[config.mk]
export PLATFORM = sky130hd
export DESIGN_NAME = gtxe2_chnl_rx_linkctl_flat
export DESIGN_NICKNAME = d
export VERILOG_FILES = /design/src/rtl/gtxe2_chnl_rx_linkctl_if.sv /design/src/rtl/gtxe2_chnl_rx_linkctl.sv /design/src/flat_wrapper.sv
export SDC_FILE = /design/constraint.sdc
export NUM_CORES = 1
export LEC_CHECK = 0
export CORE_UTILIZATION = 55
export CTS_CLUSTER_DIAMETER = 200
export DETAILED_ROUTE_END_ITERATION = 6
export PLACE_DENSITY = 0.85
export SETUP_SLACK_MARGIN = 0.4
export SLEW_MARGIN = 40
export SYNTH_ARGS = -nofsm -noshare
export SYNTH_HDL_FRONTEND = slang
export SYNTH_SLANG_ARGS = --single-unit
[constraint.sdc]
create_clock -name clk -period 2.8 [get_ports clk]
set_input_delay 0.7 -clock clk [delete_from_list [all_inputs] [get_ports clk]]
set_output_delay 0.7 -clock clk [all_outputs]
set_load 0.005 [all_outputs]
[src/rtl/gtxe2_chnl_rx_linkctl_if.sv]
// RX channel status/control bundle between the GTXE2 RX channel and its link controller.
// master = controller side, slave = channel side.
interface gtxe2_chnl_rx_linkctl_if #(
   parameter int ISK_WIDTH = 2
);
   logic                 rxelecidle;
   logic                 rxbyteisaligned;
   logic                 rxbyterealign;
   logic [ISK_WIDTH-1:0] rxnotintable;
   logic [ISK_WIDTH-1:0] rxdisperr;
   logic                 rxpcommaalignen;
   logic                 rxmcommaalignen;
   logic                 rxcommadeten;
   logic                 rxpolarity;

   modport master (
      input  rxelecidle, rxbyteisaligned, rxbyterealign, rxnotintable, rxdisperr,
      output rxpcommaalignen, rxmcommaalignen, rxcommadeten, rxpolarity
   );

   modport slave (
      output rxelecidle, rxbyteisaligned, rxbyterealign, rxnotintable, rxdisperr,
      input  rxpcommaalignen, rxmcommaalignen, rxcommadeten, rxpolarity
   );
endinterface

[src/rtl/gtxe2_chnl_rx_linkctl.sv]
// GTXE2 RX link bring-up controller: idle filter, comma alignment, settle, locked error supervision.
// Define GTXE2_RX_AUTOPOL_EN to toggle rxpolarity on every ALIGN timeout instead of dropping to IDLE.
module gtxe2_chnl_rx_linkctl #(
   parameter int   ISK_WIDTH     = 2,
   parameter int   IDLE_FILTER   = 16,
   parameter int   ALIGN_TIMEOUT = 1024,
   parameter int   SETTLE_CYCLES = 8,
   parameter int   ERR_WINDOW    = 256,
   parameter int   ERR_THRESH    = 4,
   parameter logic INIT_POLARITY = 1'b0
) (
   input  logic                          clk,
   input  logic                          rst_n,
   input  logic                          enable,
   gtxe2_chnl_rx_linkctl_if.master       rx,
   output logic                          link_up,
   output logic [2:0]                    state,
   output logic [7:0]                    realign_cnt
);
   localparam int IDLE_W   = $clog2(IDLE_FILTER + 1);
   localparam int ALIGN_W  = $clog2(ALIGN_TIMEOUT + 1);
   localparam int SETTLE_W = $clog2(SETTLE_CYCLES + 1);
   localparam int WIN_W    = $clog2(ERR_WINDOW + 1);
   localparam int ACC_W    = $clog2(ERR_THRESH + 1);
   localparam int SUM_W    = 16;

   typedef enum logic [2:0] {
      ST_OFF    = 3'd0,
      ST_IDLE   = 3'd1,
      ST_ALIGN  = 3'd2,
      ST_SETTLE = 3'd3,
      ST_LOCKED = 3'd4
   } state_t;

   state_t                state_reg, state_next;
   logic [IDLE_W-1:0]     idle_cnt_reg, idle_cnt_next;
   logic [ALIGN_W-1:0]    align_tmr_reg, align_tmr_next;
   logic [SETTLE_W-1:0]   settle_cnt_reg, settle_cnt_next;
   logic [WIN_W-1:0]      win_cnt_reg, win_cnt_next;
   logic [ACC_W-1:0]      err_acc_reg, err_acc_next;
   logic [7:0]            realign_cnt_reg, realign_cnt_next;
`ifdef GTXE2_RX_AUTOPOL_EN
   logic                  pol_reg, pol_next;
`endif

   // Case-equality against 1 so X/Z on channel status reads as deasserted.
   logic en_i, idle_i, aligned_i, realign_i;
   assign en_i      = (enable             === 1'b1);
   assign idle_i    = (rx.rxelecidle      === 1'b1);
   assign aligned_i = (rx.rxbyteisaligned === 1'b1);
   assign realign_i = (rx.rxbyterealign   === 1'b1);

   logic [ISK_WIDTH-1:0] err_bit;
   generate
      for (genvar gi = 0; gi < ISK_WIDTH; gi++) begin : g_err
         assign err_bit[gi] = (rx.rxnotintable[gi] === 1'b1) || (rx.rxdisperr[gi] === 1'b1);
      end
   endgenerate

   logic [SUM_W-1:0] err_cnt, err_sum;
   logic [ACC_W-1:0] acc_sat;
   always_comb begin
      err_cnt = '0;
      for (int i = 0; i < ISK_WIDTH; i++) begin
         err_cnt = err_cnt + SUM_W'(err_bit[i]);
      end
      err_sum = SUM_W'(err_acc_reg) + err_cnt;
      acc_sat = (err_sum >= SUM_W'(ERR_THRESH)) ? ACC_W'(ERR_THRESH) : ACC_W'(err_sum);
   end

   always_comb begin
      state_next       = state_reg;
      idle_cnt_next    = idle_cnt_reg;
      align_tmr_next   = align_tmr_reg;
      settle_cnt_next  = settle_cnt_reg;
      win_cnt_next     = win_cnt_reg;
      err_acc_next     = err_acc_reg;
      realign_cnt_next = realign_cnt_reg;
`ifdef GTXE2_RX_AUTOPOL_EN
      pol_next         = pol_reg;
`endif
      if (!en_i) begin
         state_next = ST_OFF;
      end else if (idle_i && (state_reg inside {ST_IDLE, ST_ALIGN, ST_SETTLE, ST_LOCKED})) begin
         state_next    = ST_IDLE;
         idle_cnt_next = '0;
      end else begin
         case (state_reg)
            ST_OFF: state_next = ST_IDLE;
            ST_IDLE: begin
               if (idle_cnt_reg == IDLE_W'(IDLE_FILTER - 1)) state_next = ST_ALIGN;
               else idle_cnt_next = idle_cnt_reg + IDLE_W'(1);
            end
            ST_ALIGN: begin
               if (aligned_i) begin
                  state_next = ST_SETTLE;
               end else if (align_tmr_reg == ALIGN_W'(ALIGN_TIMEOUT - 1)) begin
`ifdef GTXE2_RX_AUTOPOL_EN
                  pol_next       = ~pol_reg;
                  align_tmr_next = '0;
`else
                  state_next     = ST_IDLE;
`endif
               end else begin
                  align_tmr_next = align_tmr_reg + ALIGN_W'(1);
               end
            end
            ST_SETTLE: begin
               if (!aligned_i) state_next = ST_ALIGN;
               else if (settle_cnt_reg == SETTLE_W'(SETTLE_CYCLES - 1)) state_next = ST_LOCKED;
               else settle_cnt_next = settle_cnt_reg + SETTLE_W'(1);
            end
            ST_LOCKED: begin
               // Threshold is judged only at window end, including that cycle's errors.
               if (realign_i) begin
                  state_next = ST_ALIGN;
               end else if (win_cnt_reg == WIN_W'(ERR_WINDOW - 1)) begin
                  if (err_sum >= SUM_W'(ERR_THRESH)) state_next = ST_ALIGN;
                  else begin
                     win_cnt_next = '0;
                     err_acc_next = '0;
                  end
               end else begin
                  win_cnt_next = win_cnt_reg + WIN_W'(1);
                  err_acc_next = acc_sat;
               end
            end
            default: state_next = ST_OFF;
         endcase
      end

      // Every counter starts from zero in a newly entered state.
      if (state_next != state_reg) begin
         idle_cnt_next   = '0;
         align_tmr_next  = '0;
         settle_cnt_next = '0;
         win_cnt_next    = '0;
         err_acc_next    = '0;
      end
      if (state_reg == ST_LOCKED && state_next == ST_ALIGN && realign_cnt_reg != 8'hFF)
         realign_cnt_next = realign_cnt_reg + 8'd1;
`ifdef GTXE2_RX_AUTOPOL_EN
      if (state_next == ST_OFF) pol_next = INIT_POLARITY;
`endif
   end

   always_ff @(posedge clk or negedge rst_n) begin
      if (!rst_n) begin
         state_reg       <= ST_OFF;
         idle_cnt_reg    <= '0;
         align_tmr_reg   <= '0;
         settle_cnt_reg  <= '0;
         win_cnt_reg     <= '0;
         err_acc_reg     <= '0;
         realign_cnt_reg <= '0;
`ifdef GTXE2_RX_AUTOPOL_EN
         pol_reg         <= INIT_POLARITY;
`endif
      end else begin
         state_reg       <= state_next;
         idle_cnt_reg    <= idle_cnt_next;
         align_tmr_reg   <= align_tmr_next;
         settle_cnt_reg  <= settle_cnt_next;
         win_cnt_reg     <= win_cnt_next;
         err_acc_reg     <= err_acc_next;
         realign_cnt_reg <= realign_cnt_next;
`ifdef GTXE2_RX_AUTOPOL_EN
         pol_reg         <= pol_next;
`endif
      end
   end

`ifdef GTXE2_RX_AUTOPOL_EN
   assign rx.rxpolarity = pol_reg;
`else
   assign rx.rxpolarity = INIT_POLARITY;
`endif
   assign rx.rxcommadeten    = (state_reg == ST_ALIGN) || (state_reg == ST_SETTLE) || (state_reg == ST_LOCKED);
   assign rx.rxpcommaalignen = (state_reg == ST_ALIGN);
   assign rx.rxmcommaalignen = (state_reg == ST_ALIGN);
   assign link_up            = (state_reg == ST_LOCKED);
   assign state              = state_reg;
   assign realign_cnt        = realign_cnt_reg;
endmodule

[src/flat_wrapper.sv]
// flat-port wrapper written by rule: the top's interface ports become plain ports
module gtxe2_chnl_rx_linkctl_flat 
#(
   parameter int   ISK_WIDTH     = 2,
   parameter int   IDLE_FILTER   = 16,
   parameter int   ALIGN_TIMEOUT = 1024,
   parameter int   SETTLE_CYCLES = 8,
   parameter int   ERR_WINDOW    = 256,
   parameter int   ERR_THRESH    = 4,
   parameter logic INIT_POLARITY = 1'b0
)
  (clk, rst_n, enable, link_up, state, realign_cnt, rx_rxelecidle, rx_rxbyteisaligned, rx_rxbyterealign, rx_rxnotintable, rx_rxdisperr, rx_rxpcommaalignen, rx_rxmcommaalignen, rx_rxcommadeten, rx_rxpolarity);
  gtxe2_chnl_rx_linkctl_if #(.ISK_WIDTH(ISK_WIDTH)) rx_i ();
  input  logic clk;
  input  logic rst_n;
  input  logic enable;
  output logic link_up;
  output logic [2:0] state;
  output logic [7:0] realign_cnt;
  input wire logic [$bits(rx_i.rxelecidle)-1:0] rx_rxelecidle;
  input wire logic [$bits(rx_i.rxbyteisaligned)-1:0] rx_rxbyteisaligned;
  input wire logic [$bits(rx_i.rxbyterealign)-1:0] rx_rxbyterealign;
  input wire logic [$bits(rx_i.rxnotintable)-1:0] rx_rxnotintable;
  input wire logic [$bits(rx_i.rxdisperr)-1:0] rx_rxdisperr;
  output wire logic [$bits(rx_i.rxpcommaalignen)-1:0] rx_rxpcommaalignen;
  output wire logic [$bits(rx_i.rxmcommaalignen)-1:0] rx_rxmcommaalignen;
  output wire logic [$bits(rx_i.rxcommadeten)-1:0] rx_rxcommadeten;
  output wire logic [$bits(rx_i.rxpolarity)-1:0] rx_rxpolarity;
  assign rx_i.rxelecidle = rx_rxelecidle;
  assign rx_i.rxbyteisaligned = rx_rxbyteisaligned;
  assign rx_i.rxbyterealign = rx_rxbyterealign;
  assign rx_i.rxnotintable = rx_rxnotintable;
  assign rx_i.rxdisperr = rx_rxdisperr;
  assign rx_rxpcommaalignen = rx_i.rxpcommaalignen;
  assign rx_rxmcommaalignen = rx_i.rxmcommaalignen;
  assign rx_rxcommadeten = rx_i.rxcommadeten;
  assign rx_rxpolarity = rx_i.rxpolarity;
  gtxe2_chnl_rx_linkctl #(.ISK_WIDTH(ISK_WIDTH), .IDLE_FILTER(IDLE_FILTER), .ALIGN_TIMEOUT(ALIGN_TIMEOUT), .SETTLE_CYCLES(SETTLE_CYCLES), .ERR_WINDOW(ERR_WINDOW), .ERR_THRESH(ERR_THRESH), .INIT_POLARITY(INIT_POLARITY)) u_core (.clk(clk), .rst_n(rst_n), .enable(enable), .rx(rx_i), .link_up(link_up), .state(state), .realign_cnt(realign_cnt));
endmodule
======== After elaboration in Yosys (flattened, before gate mapping) ========
Index checks and enable logic that the tools add are counted.
cells by class
  $lt $le $gt $ge ......................... 1
  $add $sub $neg .......................... 7
  reductions and logical operators ........ 19
  multiplexer cells ....................... 43
  equality and inequality tests ........... 26
operators with widths
  operator                 number
  $mux W11                 6
  $mux W9                  7
  $mux W3                  18
  $mux W5                  5
  $mux W4                  6
  $add A3 B16 Y16          1
  $ge A16 B3 Y1 const B    1
  $pmux W3 S5              1
  $reduce_and A5 Y1        3
  $add A11 B1 Y11 const B  1
  $eq A11 B10 Y1 const B   1
  $ne A2 B2 Y1 const B     5
  $reduce_bool A2 Y1       5
  $add A9 B1 Y9 const B    1
  $eq A3 B2 Y1 const B     3
  $eq A9 B8 Y1 const B     1
  $add A8 B1 Y8 const B    1
  $eqx A1 B1 Y1 const B    8
  $ne A8 B8 Y1 const B     1
  $add A5 B1 Y5 const B    1
  $eq A5 B4 Y1 const B     1
  $add A4 B1 Y4 const B    1
  $eq A4 B3 Y1 const B     1
  $logic_or A1 B1 Y1       4
  11 further kinds         13
word-level totals
  register bits ........................... 43

======== Longest topological paths before layout ========
Gate-level depths: netlist (run 1).
  word-level depth ........................ 14
  mapped depth ............................ 12

======== Least setup slack after synthesis (run 1) ========
Ideal clock, no wire load.
  kind .................................... in2reg
  start ................................... in rx_rxdisperr[0]
  end ..................................... reg u_core.realign_cnt_reg[1], in the netlist u_core.realign_cnt[1]
  path slack .............................. -507 ps
  library setup time ...................... 125 ps
  arrival time ............................ 3182 ps
  stages on the path ...................... 11
  buffers on the path ..................... 1
  path through ............................ or2_2 -> ha_1 -> ha_1 -> inv_1 -> fa_1 -> a211oi_1 -> mux2i_1 -> a21o_1 -> o2111a_1 -> buf_2 -> mux2_2
between the ends
  word-level cells in the longest chain between the ends .. 14
RTL lines
  what                              RTL line                      text
  start: declaration                flat_wrapper.sv:24            input wire logic [$bits(rx_i.rxdisperr)-1:0] rx_rxdisperr;
  $eqx A1 B1 Y1                     gtxe2_chnl_rx_linkctl.sv:56   assign err_bit[gi] = (rx.rxnotintable[gi] === 1'b1) || (rx.rxdisperr[gi] === 1'b1);
  $logic_or A1 B1 Y1                gtxe2_chnl_rx_linkctl.sv:56
  $add A1 B1 Y2                     gtxe2_chnl_rx_linkctl.sv:65   err_cnt = err_cnt + SUM_W'(err_bit[i]);
  $add A3 B16 Y16                   gtxe2_chnl_rx_linkctl.sv:67   err_sum = SUM_W'(err_acc_reg) + err_cnt;
  $ge A16 B3 Y1                     gtxe2_chnl_rx_linkctl.sv:118  if (err_sum >= SUM_W'(ERR_THRESH)) state_next = ST_ALIGN;
  $mux W3                           gtxe2_chnl_rx_linkctl.sv:118
  $mux W3                           gtxe2_chnl_rx_linkctl.sv:117  end else if (win_cnt_reg == WIN_W'(ERR_WINDOW - 1)) begin
  $mux W3                           gtxe2_chnl_rx_linkctl.sv:115  if (realign_i) begin
  $pmux W3 S5                       gtxe2_chnl_rx_linkctl.sv:88   case (state_reg)
  $mux W3                           gtxe2_chnl_rx_linkctl.sv:84   end else if (idle_i && (state_reg inside {ST_IDLE, ST_ALIGN, ST_SETTLE, ST_LOCKED})) begin
  $mux W3                           gtxe2_chnl_rx_linkctl.sv:82   if (!en_i) begin
  $eq A3 B2 Y1                      gtxe2_chnl_rx_linkctl.sv:140  if (state_reg == ST_LOCKED && state_next == ST_ALIGN && realign_cnt_reg != 8'hFF)
  $logic_and A1 B1 Y1 (2 in a row)  gtxe2_chnl_rx_linkctl.sv:140
  end signal: assignment            gtxe2_chnl_rx_linkctl.sv:166  realign_cnt_reg <= realign_cnt_next;
  end: declaration                  gtxe2_chnl_rx_linkctl.sv:41   logic [7:0] realign_cnt_reg, realign_cnt_next;
No other way between the ends.
A chain may end at the register's enable or synchronous reset.

======== Worst setup path in the final report (run 1) ========
  start ................................... in rx_rxnotintable[1]
  end ..................................... reg u_core.realign_cnt_reg[1], in the netlist u_core.realign_cnt[1]
between the ends
  word-level cells in the longest chain between the ends .. 14
RTL lines
  what                              RTL line                      text
  start: declaration                flat_wrapper.sv:23            input wire logic [$bits(rx_i.rxnotintable)-1:0] rx_rxnotintable;
  $eqx A1 B1 Y1                     gtxe2_chnl_rx_linkctl.sv:56
  $logic_or A1 B1 Y1                gtxe2_chnl_rx_linkctl.sv:56
  $add A1 B1 Y2                     gtxe2_chnl_rx_linkctl.sv:65
  $add A3 B16 Y16                   gtxe2_chnl_rx_linkctl.sv:67
  $ge A16 B3 Y1                     gtxe2_chnl_rx_linkctl.sv:118
  $mux W3                           gtxe2_chnl_rx_linkctl.sv:118
  $mux W3                           gtxe2_chnl_rx_linkctl.sv:117
  $mux W3                           gtxe2_chnl_rx_linkctl.sv:115
  $pmux W3 S5                       gtxe2_chnl_rx_linkctl.sv:88
  $mux W3                           gtxe2_chnl_rx_linkctl.sv:84
  $mux W3                           gtxe2_chnl_rx_linkctl.sv:82
  $eq A3 B2 Y1                      gtxe2_chnl_rx_linkctl.sv:140
  $logic_and A1 B1 Y1 (2 in a row)  gtxe2_chnl_rx_linkctl.sv:140
No other way between the ends.

==> impl_metrics.env, run 1 <==
export IMPL_postSynthCellCount=278
export IMPL_n_antenna_cell=0
export IMPL_peakVddDrop_mv=0.306
export IMPL_ant_nets=0
export IMPL_grt_max_degree=44
export IMPL_p_per_area_nw_per_um2=333
export IMPL_largest_register_ffs=11
export IMPL_maxSlewHeadroom=0.639
export IMPL_path_class="in2reg"
export IMPL_synth_top_area_share=0.412
export IMPL_synthesis_area_sq_um=2610
export IMPL_finalWorstSetupSlack_ps=-189
export IMPL_dieWidth_um=70.9
export IMPL_finalHoldViolations=0
export IMPL_yosys_area_top_type="dfrtp_1"
export IMPL_tns_ps=-5160
export IMPL_vias=2267
export IMPL_antenna_found_initial=0
export IMPL_cp_data_required_time_ps=2990
export IMPL_status="finished, violations left"
export IMPL_period_share=1.07
export IMPL_fill_cells=279
export IMPL_gp_congestion=0.842
export IMPL_finalInstanceArea_sq_um=3490
export IMPL_rsz0062_at_grt="yes"
export IMPL_worst_slew_pin_transition_ps=541
export IMPL_cp_top_family="adder cells"
export IMPL_grt_pass1_vias=2231
export IMPL_slowest_stage="fa_2"
export IMPL_postSynthAreaPerCell_sq_um=9.39
export IMPL_clock_skew_ps=14.3
export IMPL_clock_sinks=43
export IMPL_pre_cts_ws_ps=-750
export IMPL_vias_per_cell=5.92
export IMPL_io_pins=26
export IMPL_critPathBufInv=4
export IMPL_grt_usage=0.255
export IMPL_critPathArrivalTime_ps=3180
export IMPL_wire_per_inst_um=16.8
export IMPL_finalCriticalPeriod_ps=2990
export IMPL_drt_iter0_markers=161
export IMPL_synthTopCellsByArea="dfrtp_1 41%, nor2_1 6.8%, xnor2_1 5.7%, ha_1 4.3%, a21oi_1 2.7%"
export IMPL_path_cells="buf_6 -> or2_4 -> ha_4 -> ha_4 -> inv_2 -> fa_2 -> buf_4 -> buf_6 -> mux2i_4 -> a21o_1 -> o2111a_2 -> mux2_2"
export IMPL_fin_util=0.785
export IMPL_dp_cells=357
export IMPL_setup_viol=40
export IMPL_hpwl_um=3860
export IMPL_max_cap_violations=0
export IMPL_final_cells=383
export IMPL_layout_drive_gt1_share=0.326
export IMPL_cts_root_buffer="clkbuf_8"
export IMPL_grt_first_pass_wirelength_um=9890
export IMPL_ctsHoldBuffers=0
export IMPL_path_clk_slew_ps=90
export IMPL_layout_nets=350
export IMPL_htree_levels=2
export IMPL_core_sq_um=4440
export IMPL_synth_nets=298
export IMPL_p_leak_nw=1.43
export IMPL_area_growth_syn_to_layout_pct=33.7
export IMPL_ys_flop_type="dfrtp_1"
export IMPL_die_h_um=70.9
export IMPL_io_buffers=24
export IMPL_cp_end_kind="flop"
export IMPL_dpl_instance_area_sq_um=2990
export IMPL_dr_pass1_iters=6
export IMPL_clock_latency_ps=300
export IMPL_violations="setup timing"
export IMPL_clockBufferDepth=2
export IMPL_grt_overflow=0
export IMPL_drc=0
export IMPL_startpoint_type="input port"
export IMPL_wl_um=6440
export IMPL_async_flop_share=1.00
export IMPL_synth_seq_area_share=0.412
export IMPL_ys_ff_latch=43
export IMPL_synth_edff_count=0
export IMPL_die_area_sq_um=5020
export IMPL_rows=24
export IMPL_synth_cell_types=54
export IMPL_cts_tree="built"
export IMPL_slew_viol_final=0
export IMPL_start_util=0.587
export IMPL_max_freq_ghz=0.335
export IMPL_hold_path_class="in2async"
export IMPL_critPathMaxFanout=8
export IMPL_max_stage_delay_ps=370
export IMPL_cts_buffers=5
export IMPL_synth_warnings=0
routing by layer:
| layer | vias up | share of wire | GRT usage |
|---|---|---|---|
| li1 | 1064 | - | - |
| met1 | 1086 | 0.40 | 0.310 |
| met2 | 87 | 0.50 | 0.403 |
| met3 | 30 | 0.048 | 0.0684 |
| met4 | 0 | 0.046 | 0.164 |
| met5 | - | 0 | 0 |
cells in the mapped netlist (2+ instances only):
| master | number |
|---|---|
| nor2_1 | 47 |
| dfrtp_1 | 43 |
| xnor2_1 | 17 |
| nand2_1 | 15 |
| a21oi_1 | 14 |
| inv_1 | 10 |
| nand3_1 | 10 |
| and3_1 | 9 |
| ha_1 | 9 |
| nor2_2 | 9 |
| o21ai_0 | 9 |
| xor2_1 | 7 |
| nand4_1 | 6 |
| buf_6 | 5 |
| nor3_1 | 5 |
| a211oi_1 | 4 |
| buf_2 | 4 |
| or2_2 | 4 |
| a21o_1 | 3 |
| a22oi_1 | 3 |
| nor3b_1 | 3 |
| a311oi_1 | 2 |
| and2_1 | 2 |
| buf_4 | 2 |
| clkbuf_1 | 2 |
| mux2i_1 | 2 |
| nand3b_1 | 2 |
| o22ai_1 | 2 |
| o31ai_1 | 2 |
| or2b_1 | 2 |
worst reg2reg max path, delay by kind of cell (launching register included):
family / cells / cell delay [ps]
and+or+nand+nor: 1 / 180
DFF: 1 / 410
buffers and inverters: 2 / 280
AOI/OAI and AO/OA: 6 / 1150
adders and majority gates: 2 / 430
cell families after synthesis:
family | synth area share
mux | 0.0120
compound gates | 0.146
buf+inv | 0.0523
fa+ha+maj | 0.0508
simple gates | 0.244
flops | 0.412
other cells | 0.00144
xor+xnor | 0.0805
worst paths after layout:
check,slack [ps],startpoint,cells after the start,to
worst min-delay path,460,rst_n,2,u_core.err_acc_reg[2]$_DFFE_PN0P_
worst max-delay path,-190,rx_rxnotintable[1],12,u_core.realign_cnt[1]$_DFFE_PN0P_
worst min register to register,500,u_core.realign_cnt[6]$_DFFE_PN0P_,1,u_core.realign_cnt[6]$_DFFE_PN0P_
worst max register to register,280,u_core.idle_cnt_reg[0]$_DFFE_PN0P_,11,u_core.align_tmr_reg[1]$_DFFE_PN0P_
min in group clk,500,u_core.realign_cnt[6]$_DFFE_PN0P_,1,u_core.realign_cnt[6]$_DFFE_PN0P_
max in group asynchronous,1970,rst_n,2,u_core.realign_cnt[5]$_DFFE_PN0P_
area by class of cell:
type | instances | area (sq um) | share of cell area
clock buffer | 6 | 72.6 | 0.0208
clock inverter | 2 | 12.5 | 0.00359
inverter | 10 | 37.5 | 0.0108
multi-input combinational | 212 | 1630 | 0.468
sequential | 43 | 1080 | 0.308
tap | 52 | 65.1 | 0.0186
timing repair buffer | 58 | 592 | 0.170
power breakdown:
group          switching, W  internal [W]  total, W
sequential       0.00000391      0.000622  0.000626
combinational     0.0000732     0.0000734  0.000147
clock              0.000216      0.000174  0.000391
through the flow:
step,hold WS [ps],total power [W]
global placement,484,0.000733
global route,505,0.00120
CTS,482,0.00115
floorplan,404,0.000693
finish,462,0.00116
detailed placement,492,0.000735
placed cells by master, fill, tap and decap left out, types with 3 or more instances in the layout:
cell type and instances:
nand2_2 3, nand4_1 6, xor2_1 6, nor2_1 27, ha_1 7, buf_2 3
xnor2_1 15, and3_1 9, a211oi_1 3, buf_6 7, nor2_2 18, a21o_1 3
nor3_1 4, clkdlybuf4s50_1 19, nor2_4 11, inv_1 9, dfrtp_1 43, clkbuf_8 5
buf_4 23, o21ai_0 9, nand3_1 10, nand2_1 12, a21oi_1 12
repair_timing:
action                     CTS  global route
pin swaps                   21             7
setup buffers               12             3
gates resized for setup     40            31
setup endpoints to repair   46            46
cloned                       2             1
No activity file was read; power rests on OpenSTA's default activity.
==> run 2: changes to the inputs <==
--- a/config.mk
+++ b/config.mk
@@ -5,6 +5,7 @@
 export SDC_FILE = /design/constraint.sdc
 export NUM_CORES = 1
 export LEC_CHECK = 0
+export CAP_MARGIN = 40
 export CORE_UTILIZATION = 55
 export CTS_CLUSTER_DIAMETER = 200
 export DETAILED_ROUTE_END_ITERATION = 6
==> results of run 2 <==
The final DEF is identical to that of run 1; final timing and power are the same.
==> run 3: changes to the inputs <==
==> constraint.sdc (replaced) <==
create_clock -name clk -period 2.8 [get_ports clk]
set_input_delay 0.7 -clock clk [delete_from_list [all_inputs] [get_ports clk]]
set_output_delay 0.7 -clock clk [all_outputs]
set_load 0.02 [all_outputs]
==> impl_metrics.env, run 3 (synthesis gave the netlist of run 1 again) <==
export IMPL_seq_area_sq_um=1080
export IMPL_setup_viol=31
export IMPL_period_share=1.03
export IMPL_layout_nets=341
export IMPL_dr_pass1_iters=6
export IMPL_clock_sinks=43
export IMPL_p_switching_w=0.000291
export IMPL_vias_per_cell=5.84
export IMPL_status="finished, violations left"
export IMPL_multiInputGateArea_sq_um=1560
export IMPL_gp_congestion=0.807
export IMPL_wl_um=5950
export IMPL_p_per_area_nw_per_um2=347
export IMPL_clockBufferDepth=2
export IMPL_whs_ps=377
export IMPL_grt_max_degree=44
export IMPL_cts_buffers=5
export IMPL_fin_util=0.736
export IMPL_violations="setup timing"
export IMPL_htree_levels=2
export IMPL_tns_ps=-1190
export IMPL_path_class="in2reg"
export IMPL_path_clk_slew_ps=90
export IMPL_fill_cells=312
export IMPL_io_buffers=24
export IMPL_vias=2184
export IMPL_n_antenna_cell=0
export IMPL_finalWorstSetupSlack_ps=-73.0
export IMPL_core_sq_um=4440
export IMPL_die_h_um=70.9
export IMPL_grt_overflow=0
export IMPL_intPower_w=0.000843
export IMPL_max_freq_ghz=0.348
export IMPL_ant_nets=0
export IMPL_rsz0062_at_grt="yes"
export IMPL_critPathArrivalTime_ps=3110
export IMPL_hold_path_class="in2async"
export IMPL_worst_slew_pin_transition_ps=549
export IMPL_clock_skew_ps=8.90
export IMPL_io_pins=26
export IMPL_grt_first_pass_wirelength_um=9760
export IMPL_layout_drive_gt1_share=0.283
export IMPL_combPwrFrac=0.100
export IMPL_p_total_w=0.00113
export IMPL_ctsHoldBuffers=0
export IMPL_grt_pass1_vias=2155
export IMPL_area_growth_syn_to_layout_pct=25.3
export IMPL_clock_latency_ps=300
export IMPL_grt_usage=0.249
export IMPL_max_cap_violations=0
export IMPL_drc=0
export IMPL_cp_data_required_time_ps=3030
export IMPL_die_area_sq_um=5020
export IMPL_peakVddDrop_mv=0.279
export IMPL_maxSlewHeadroom=0.634
export IMPL_layout_commonest_cell="dfrtp_1"
export IMPL_largest_register_ffs=11
export IMPL_p_leak_nw=1.45
export IMPL_cts_root_buffer="clkbuf_8"
export IMPL_startpoint_type="input port"
export IMPL_critPathMaxFanout=7
export IMPL_antenna_found_initial=0
export IMPL_hpwl_um=3910
export IMPL_finalHoldViolations=0
export IMPL_start_util=0.587
export IMPL_finalCriticalPeriod_ps=2870
export IMPL_dieWidth_um=70.9
export IMPL_slew_viol_final=0
export IMPL_cts_tree="built"
export IMPL_wire_per_inst_um=15.9
export IMPL_rows=24
export IMPL_p_seq_frac=0.550
export IMPL_cp_end_kind="flop"
export IMPL_sw_frac_of_total=0.257
export IMPL_drt_iter0_markers=120
export IMPL_pre_cts_ws_ps=-765
export IMPL_final_cell_mix="41 x dfrtp_1, 36 x nor2_1, 21 x buf_4, 15 x clkdlybuf4s50_1, 14 x xnor2_1"
export IMPL_power_frac_clock=0.350
-- run 3: path summary, 6_finish.rpt --
check | start | end | cells after the start | slack [ps]
min | rst_n | u_core.align_tmr_reg[3]$_DFFE_PN0P_ | 1 | 380
max reg2reg | u_core.idle_cnt_reg[0]$_DFFE_PN0P_ | u_core.idle_cnt_reg[4]$_DFFE_PN0P_ | 10 | 340
max | rx_rxnotintable[1] | u_core.align_tmr_reg[1]$_DFFE_PN0P_ | 13 | -70
min reg2reg | u_core.realign_cnt[6]$_DFFE_PN0P_ | u_core.realign_cnt[6]$_DFFE_PN0P_ | 1 | 490
max in group asynchronous | rst_n | u_core.state[1]$_DFF_PN0_ | 1 | 2020
min in group clk | u_core.realign_cnt[6]$_DFFE_PN0P_ | u_core.realign_cnt[6]$_DFFE_PN0P_ | 1 | 490
-- run 3: what timing repair did --
item                                    CTS  global route
setup buffers                             1             5
endpoints found under the setup margin   46            47
pin swaps                                14             4
resized for setup                        33            24
gates cloned                              1             0
-- run 3: layer usage --
metal | share of wire | GRT usage | up-vias | wire [um]
met3 | 0.041 | 0.0513 | 11 | 246
met4 | 0.021 | 0.0956 | 0 | 125
met5 | 0 | 0 | - | 0
met2 | 0.51 | 0.422 | 64 | 3020
met1 | 0.43 | 0.316 | 1069 | 2560
li1 | - | - | 1040 | -
-- run 3: per-stage QoR --
| stage | area (sq um) | cells |
|---|---|---|
| 2_1_floorplan | 2660 | 278 |
| 3_3_place_gp | 2990 | 359 |
| 3_5_place_dp | 2990 | 359 |
| 4_1_cts | 3140 | 369 |
| 5_1_grt | 3270 | 374 |
| 6_report | 3270 | 374 |
-- run 3: power groups by stage --
| stage | Sequential, W | Combinational, W | Clock, W |
|---|---|---|---|
| 2_1_floorplan | 0.000637 | 0.0000580 | 0 |
| 4_1_cts | 0.000624 | 0.000107 | 0.000398 |
| 6_report | 0.000624 | 0.000114 | 0.000397 |
| 5_1_grt | 0.000624 | 0.000125 | 0.000426 |
| 3_5_place_dp | 0.000636 | 0.0000972 | 0 |
| 3_3_place_gp | 0.000636 | 0.0000948 | 0 |
-- run 3: area by class of cell --
class                      count  share of cell area
multi-input combinational    212               0.476
sequential                    43               0.330
timing repair buffer          49               0.137
clock buffer                   6              0.0222
tap                           52              0.0199
inverter                      10              0.0115
clock inverter                 2             0.00383
-- run 3: critical path, cell delays in order --
cell and delay, ps:
buf_6 90, or2_4 240, ha_4 270, ha_4 130, inv_2 40, fa_2 380, a211oi_2 220, mux2i_2 120
a21o_1 220, a211oi_2 280, o21ai_4 140, buf_6 160, a21oi_2 110
==> edit 1, RTL diff (config.mk and constraints of run 3) <==
`ERR_WINDOW` is set to 256 in 2 places; all go to 512.
--- a/src/rtl/gtxe2_chnl_rx_linkctl.sv
+++ b/src/rtl/gtxe2_chnl_rx_linkctl.sv
@@ -5,7 +5,7 @@
    parameter int   IDLE_FILTER   = 16,
    parameter int   ALIGN_TIMEOUT = 1024,
    parameter int   SETTLE_CYCLES = 8,
-   parameter int   ERR_WINDOW    = 256,
+   parameter int   ERR_WINDOW    = 512,
    parameter int   ERR_THRESH    = 4,
    parameter logic INIT_POLARITY = 1'b0
 ) (
--- a/src/flat_wrapper.sv
+++ b/src/flat_wrapper.sv
@@ -5,7 +5,7 @@
    parameter int   IDLE_FILTER   = 16,
    parameter int   ALIGN_TIMEOUT = 1024,
    parameter int   SETTLE_CYCLES = 8,
-   parameter int   ERR_WINDOW    = 256,
+   parameter int   ERR_WINDOW    = 512,
    parameter int   ERR_THRESH    = 4,
    parameter logic INIT_POLARITY = 1'b0
 )
Check against the original RTL: same outputs for any inputs over 10 cycles, from zero or initial values and one cycle with rst_n low; that may be too few to reach the edited logic, so the function may still have changed.
==> edit 1 against run 3 <==
The flow finishes with violations (design-rule violations, negative setup slack); design area is 13% higher; clock skew fell by 0.0037 ns; worst setup slack worse by 0.21 ns; synthesized area increased by 0.29%; routed wire length increased by 17%; non-clock buffer count increased by 23; total power rose by 13%; die area up 0.28%; synthesized cell count down 4.0%; sequential cell count up 1; sequential share of layout area down 3.1 points; via count up 7.3%; first-iteration DRC count is 63% higher; largest cell class unchanged; largest power group unchanged.
==> edit 1: results (changes against run 3) <==
status:
  outcome: "finished with violations"  # unchanged
  violated_checks: "design-rule violations, negative setup slack"  # was negative setup slack
cells_and_area:
  layout.filler_cells: 246  # was 312
  share_of_final_layout_standard_cells_stronger_than_drive_strength_1: 0.374  # was 0.283
  num-nets-final: 353  # was 341
yosys:
  synthCells: 267  # was 278
  synth_seq_area_share: 0.421  # was 0.412
  synth_cell_type_count: 58  # was 54
  synth_top_cells_by_area: "sky130_fd_sc_hd__dfrtp_1, sky130_fd_sc_hd__nor2_1, sky130_fd_sc_hd__xnor2_1"  # unchanged
  syn_nets: 287  # was 298
  ranking_of_synthesized_cells_by_instance_count: "sky130_fd_sc_hd__dfrtp_1, sky130_fd_sc_hd__nor2_1, sky130_fd_sc_hd__nand3_1"  # was sky130_fd_sc_hd__nor2_1, sky130_fd_sc_hd__dfrtp_1, sky130_fd_sc_hd__xnor2_1
drt:
  drcViolationCount: 2  # was 0
  route.detailed.vias_per_inst: 6.07  # was 5.84
  finalWirelength_um: 6990  # was 5950 um
  drt-wirelength-per-cell_um: 18.1  # was 15.9 um
placed_design:
  dp_slack_ns: -0.942  # was -0.765 ns
  gp_congestion: 0.920  # was 0.807
  post-place-cells: 361  # was 359
sta:
  post-route-worst-setup-slack_ns: -0.278  # was -0.0730 ns
  clock-skew-final_ns: 0.00518  # was 0.00890 ns
  final-setup-viol-count: 42  # was 31
  totalNegativeSetupSlack_ns: -7.34  # was -1.19 ns
global_route:
  gr-usage-all-layers: 0.273  # was 0.249
  grt_first_pass_wirelength_um: 10900  # was 9760 um
  number_of_global_route_vias_before_repair: 2349  # was 2,155
power_and_ir_drop:
  p_leak_nw: 1.58  # was 1.45 nW
  vdd_drop_max_v: 0.000367  # was 0.000279 V
worst_setup_path:
  worstPathMaxFanout: 5  # was 7
  worst_path_max_delay_cell: "sky130_fd_sc_hd__a2111o_1"  # was sky130_fd_sc_hd__fa_2
  reg2reg_depth: 9  # was 10
  stage_delay_of_the_slowest_cell_on_the_critical_path_ns: 0.49  # was 0.38 ns
  timing.rr.end: "u_core.realign_cnt[1]"  # was u_core.idle_cnt_reg[4]
[edit 1: changes by cell type after synthesis, moves of 3 or more]
cell	delta
sky130_fd_sc_hd__nor2_1	-12
sky130_fd_sc_hd__nor2_2	-8
sky130_fd_sc_hd__nand3_1	+6
sky130_fd_sc_hd__o21ai_0	-4
sky130_fd_sc_hd__o21ai_1	+4
sky130_fd_sc_hd__xnor2_1	-4
sky130_fd_sc_hd__a31oi_1	+3
sky130_fd_sc_hd__and3_1	+3
sky130_fd_sc_hd__buf_2	+3
sky130_fd_sc_hd__inv_1	-3
sky130_fd_sc_hd__mux2i_1	+3
sky130_fd_sc_hd__nor3_2	+3
sky130_fd_sc_hd__nor4_2	+3
sky130_fd_sc_hd__xor2_1	+3
[edit 1: logic make-up after synthesis]
logic type,synth area share
adders and majority gates,0.0507
other,0.00143
AOI/OAI and AO/OA,0.114
and+or+nand+nor,0.268
muxes,0.0234
buffers and inverters,0.0449
xor gates and xnor gates,0.0770
DFF,0.421
[edit 1: metal layers]
layer / wire length, um / vias up
met5: 0 / -
met4: 180 / 0
met3: 293 / 18
met2: 3600 / 83
met1: 2910 / 1171
li1: - / 1072
[edit 1: what timing repair did]
item                       in CTS  in global routing
cloned                          2                  0
setup buffers                  10                  5
setup endpoints to repair      47                 44
resized for setup              36                 39
pin swaps                      16                 10
[edit 1: how the worst max path moves through the flow]
stage / endpoint / slack [ns] / depth (start not counted)
floorplan: u_core.realign_cnt[1] / -0.43 / 11
global placement: u_core.win_cnt_reg[9] / -0.83 / 13
detailed placement: u_core.win_cnt_reg[9] / -0.94 / 13
CTS: u_core.win_cnt_reg[9] / -0.24 / 13
global route: u_core.win_cnt_reg[9] / -0.35 / 13
finish: u_core.win_cnt_reg[9] / -0.28 / 13
[edit 1: stage by stage]
stage | power [mW] | area, um2
floorplan | 0.703 | 2750
global placement | 0.751 | 3190
detailed placement | 0.754 | 3190
CTS | 1.28 | 3490
global route | 1.32 | 3680
finish | 1.29 | 3680
[edit 1: where the power goes]
group	switching [mW]	total [mW]	internal (mW)
Combinational	0.0693	0.123	0.0535
Sequential	0.00384	0.641	0.638
Clock	0.230	0.522	0.292
[edit 1: final cells by class]
cell class                 instances  area, um2  share of cell area
inverter                           8       30.0             0.00815
clock inverter                     2       38.8              0.0105
multi-input combinational        202       1690               0.460
tap                               52       65.1              0.0177
sequential                        44       1100               0.299
timing repair buffer              72        671               0.182
clock buffer                       6       82.6              0.0224
==> edit 2, RTL diff (flow settings as in run 3) <==
Without the edit above. Reset style: synchronous (`rst_n`), changed in one clocked block.
--- a/src/rtl/gtxe2_chnl_rx_linkctl.sv
+++ b/src/rtl/gtxe2_chnl_rx_linkctl.sv
@@ -144,7 +144,7 @@
 `endif
    end
 
-   always_ff @(posedge clk or negedge rst_n) begin
+   always_ff @(posedge clk) begin
       if (!rst_n) begin
          state_reg       <= ST_OFF;
          idle_cnt_reg    <= '0;
Behaviour: differs if rst_n is asserted again (counterexample within 4 cycles, from zero or initial values and one cycle with rst_n low); with rst_n held inactive, the same outputs for 10 cycles.
==> edit 2 against run 3 <==
The run still ends with negative setup slack left; largest power group unchanged; synthesized area decreased by 4.4%; design area increased by 7.9%; routed wire length increased by 22%; critical path depth unchanged; sequential cell count unchanged; worst setup slack about the same; via count increased by 13%; total power increased by 11%; register-to-register slack got worse by 0.13 ns.
==> edit 2: results (changes against run 3) <==
status:
  outcome: "finished with violations"  # unchanged
  violated_checks: "negative setup slack"  # unchanged
yosys:
  ys_dominant_reg_cell: "sky130_fd_sc_hd__dfxtp_1"  # was sky130_fd_sc_hd__dfrtp_1
  synth_top_cells_by_area: "sky130_fd_sc_hd__dfxtp_1, sky130_fd_sc_hd__nor2_1, sky130_fd_sc_hd__xnor2_1"  # was sky130_fd_sc_hd__dfrtp_1, sky130_fd_sc_hd__nor2_1, sky130_fd_sc_hd__xnor2_1
  syn_nets: 318  # was 298
  ranking_of_synthesized_cells_by_instance_count: "sky130_fd_sc_hd__dfxtp_1, sky130_fd_sc_hd__nor2_1, sky130_fd_sc_hd__a21oi_1"  # was sky130_fd_sc_hd__nor2_1, sky130_fd_sc_hd__dfrtp_1, sky130_fd_sc_hd__xnor2_1
  synth_cell_type_count: 59  # was 54
  mean_instance_size_in_the_synthesized_netlist_um2: 8.38  # was 9.39 um2
clocking:
  h-tree-depth: 2  # unchanged
placed_design:
  gp_congestion: 0.909  # was 0.807
  post-place-cells: 377  # was 359
  dpl.hpwl_um: 3920  # was 3910 um
cells_and_area:
  layout.filler_cells: 252  # was 312
  share_of_final_layout_standard_cells_stronger_than_drive_strength_1: 0.320  # was 0.283
worst_setup_path:
  worstPathMaxFanout: 12  # was 7
  reg2reg_setup_slack_ns: 0.21  # was 0.34 ns
  cp_top_family: "adder cells"  # was compound AO/OA/AOI/OAI gates
min_path:
  timing.hold.worst.class: "register to register"  # was primary input to async pin
sta:
  timing.max_slew.rel_slack: 0.538  # was 0.634
  clock-skew-final_ns: 0.0108  # was 0.00890 ns
  post-route-worst-setup-slack_ns: -0.0735  # was -0.0730 ns
  final-setup-viol-count: 34  # was 31
  tightest_hold_margin_ns: 0.499  # was 0.377 ns
global_route:
  number_of_global_route_vias_before_repair: 2479  # was 2,155
  largest_net_degree_at_the_start_of_global_routing: 16  # was 44
  gr-usage-all-layers: 0.297  # was 0.249
  grt_first_pass_wirelength_um: 11400  # was 9760 um
power_and_ir_drop:
  vdd_drop_max_v: 0.000232  # was 0.000279 V
drt:
  first_pass_iters: 4  # was 6
  drt-wirelength-per-cell_um: 18.2  # was 15.9 um
  route.detailed.vias_per_inst: 6.21  # was 5.84
  finalWirelength_um: 7280  # was 5950 um
  detail_route.iter0.violations: 189  # was 120
## edit 2: changes by cell type in the layout (fill, tap and decap cells not counted), moves of 5 or more
cell / change
sky130_fd_sc_hd__nor3_1: +6
sky130_fd_sc_hd__dfxtp_1: +42
sky130_fd_sc_hd__buf_4: -5
sky130_fd_sc_hd__and3_1: -6
sky130_fd_sc_hd__dfrtp_1: -41
sky130_fd_sc_hd__nand2b_1: +9
sky130_fd_sc_hd__a21oi_2: +5
sky130_fd_sc_hd__buf_6: +7
sky130_fd_sc_hd__nor2_1: -22
## edit 2: kinds of logic (layout without fill, tap and decap cells)
family,after synthesis,after routing,share of synthesized area
AO/OA/AOI/OAI,60,60,0.173
adder cells (fa/ha/maj),11,11,0.0571
XOR/XNOR,18,18,0.0632
AND/OR/NAND/NOR,131,131,0.291
buffers and inverters,29,78,0.0486
other,1,1,0.00150
flip-flops,43,43,0.345
multiplexers,5,5,0.0201
## edit 2: metal layers
metal,track usage,vias up,wire length [um]
li1,-,1176,-
met1,0.344,1162,2830
met2,0.520,106,3760
met3,0.0509,32,420
met4,0.159,0,272
met5,0,-,0
## edit 2: report_power, final
group | switching (mW) | internal, mW
Combinational | 0.0639 | 0.0639
Clock | 0.228 | 0.289
Sequential | 0.00280 | 0.612
## edit 2: per-stage QoR
| step | power (mW) | area, um2 | setup slack (ns) |
|---|---|---|---|
| 6_report | 1.26 | 3530 | -0.0735 |
| 5_1_grt | 1.30 | 3530 | -0.130 |
| 2_1_floorplan | 0.676 | 2600 | -0.149 |
| 4_1_cts | 1.25 | 3400 | -0.144 |
| 3_5_place_dp | 0.707 | 2960 | -0.696 |
| 3_3_place_gp | 0.704 | 2960 | -0.578 |
## edit 2: final timing paths
check	startpoint	endpoint	cells after the start
max	rx_rxnotintable[1]	u_core.realign_cnt[0]	13
min	u_core.align_tmr_reg[10]	u_core.align_tmr_reg[10]	2
max reg2reg	u_core.win_cnt_reg[0]	u_core.win_cnt_reg[4]	7
min reg2reg	u_core.align_tmr_reg[10]	u_core.align_tmr_reg[10]	2
## edit 2: what timing repair did
action,4_1_cts,5_1_grt
resized for setup,68,30
cloned,3,0
setup endpoints to repair,46,45
buffers inserted,8,3
pin swaps,27,19
## edit 2: area by class of cell
class | instances | area (um2) | area share
Clock buffer | 6 | 82.6 | 0.0234
Clock inverter | 2 | 35.0 | 0.00993
Inverter | 14 | 52.6 | 0.0149
Multi-Input combinational cell | 226 | 1840 | 0.521
Sequential cell | 43 | 862 | 0.244
Tap cell | 52 | 65.1 | 0.0184
Timing Repair Buffer | 56 | 592 | 0.168
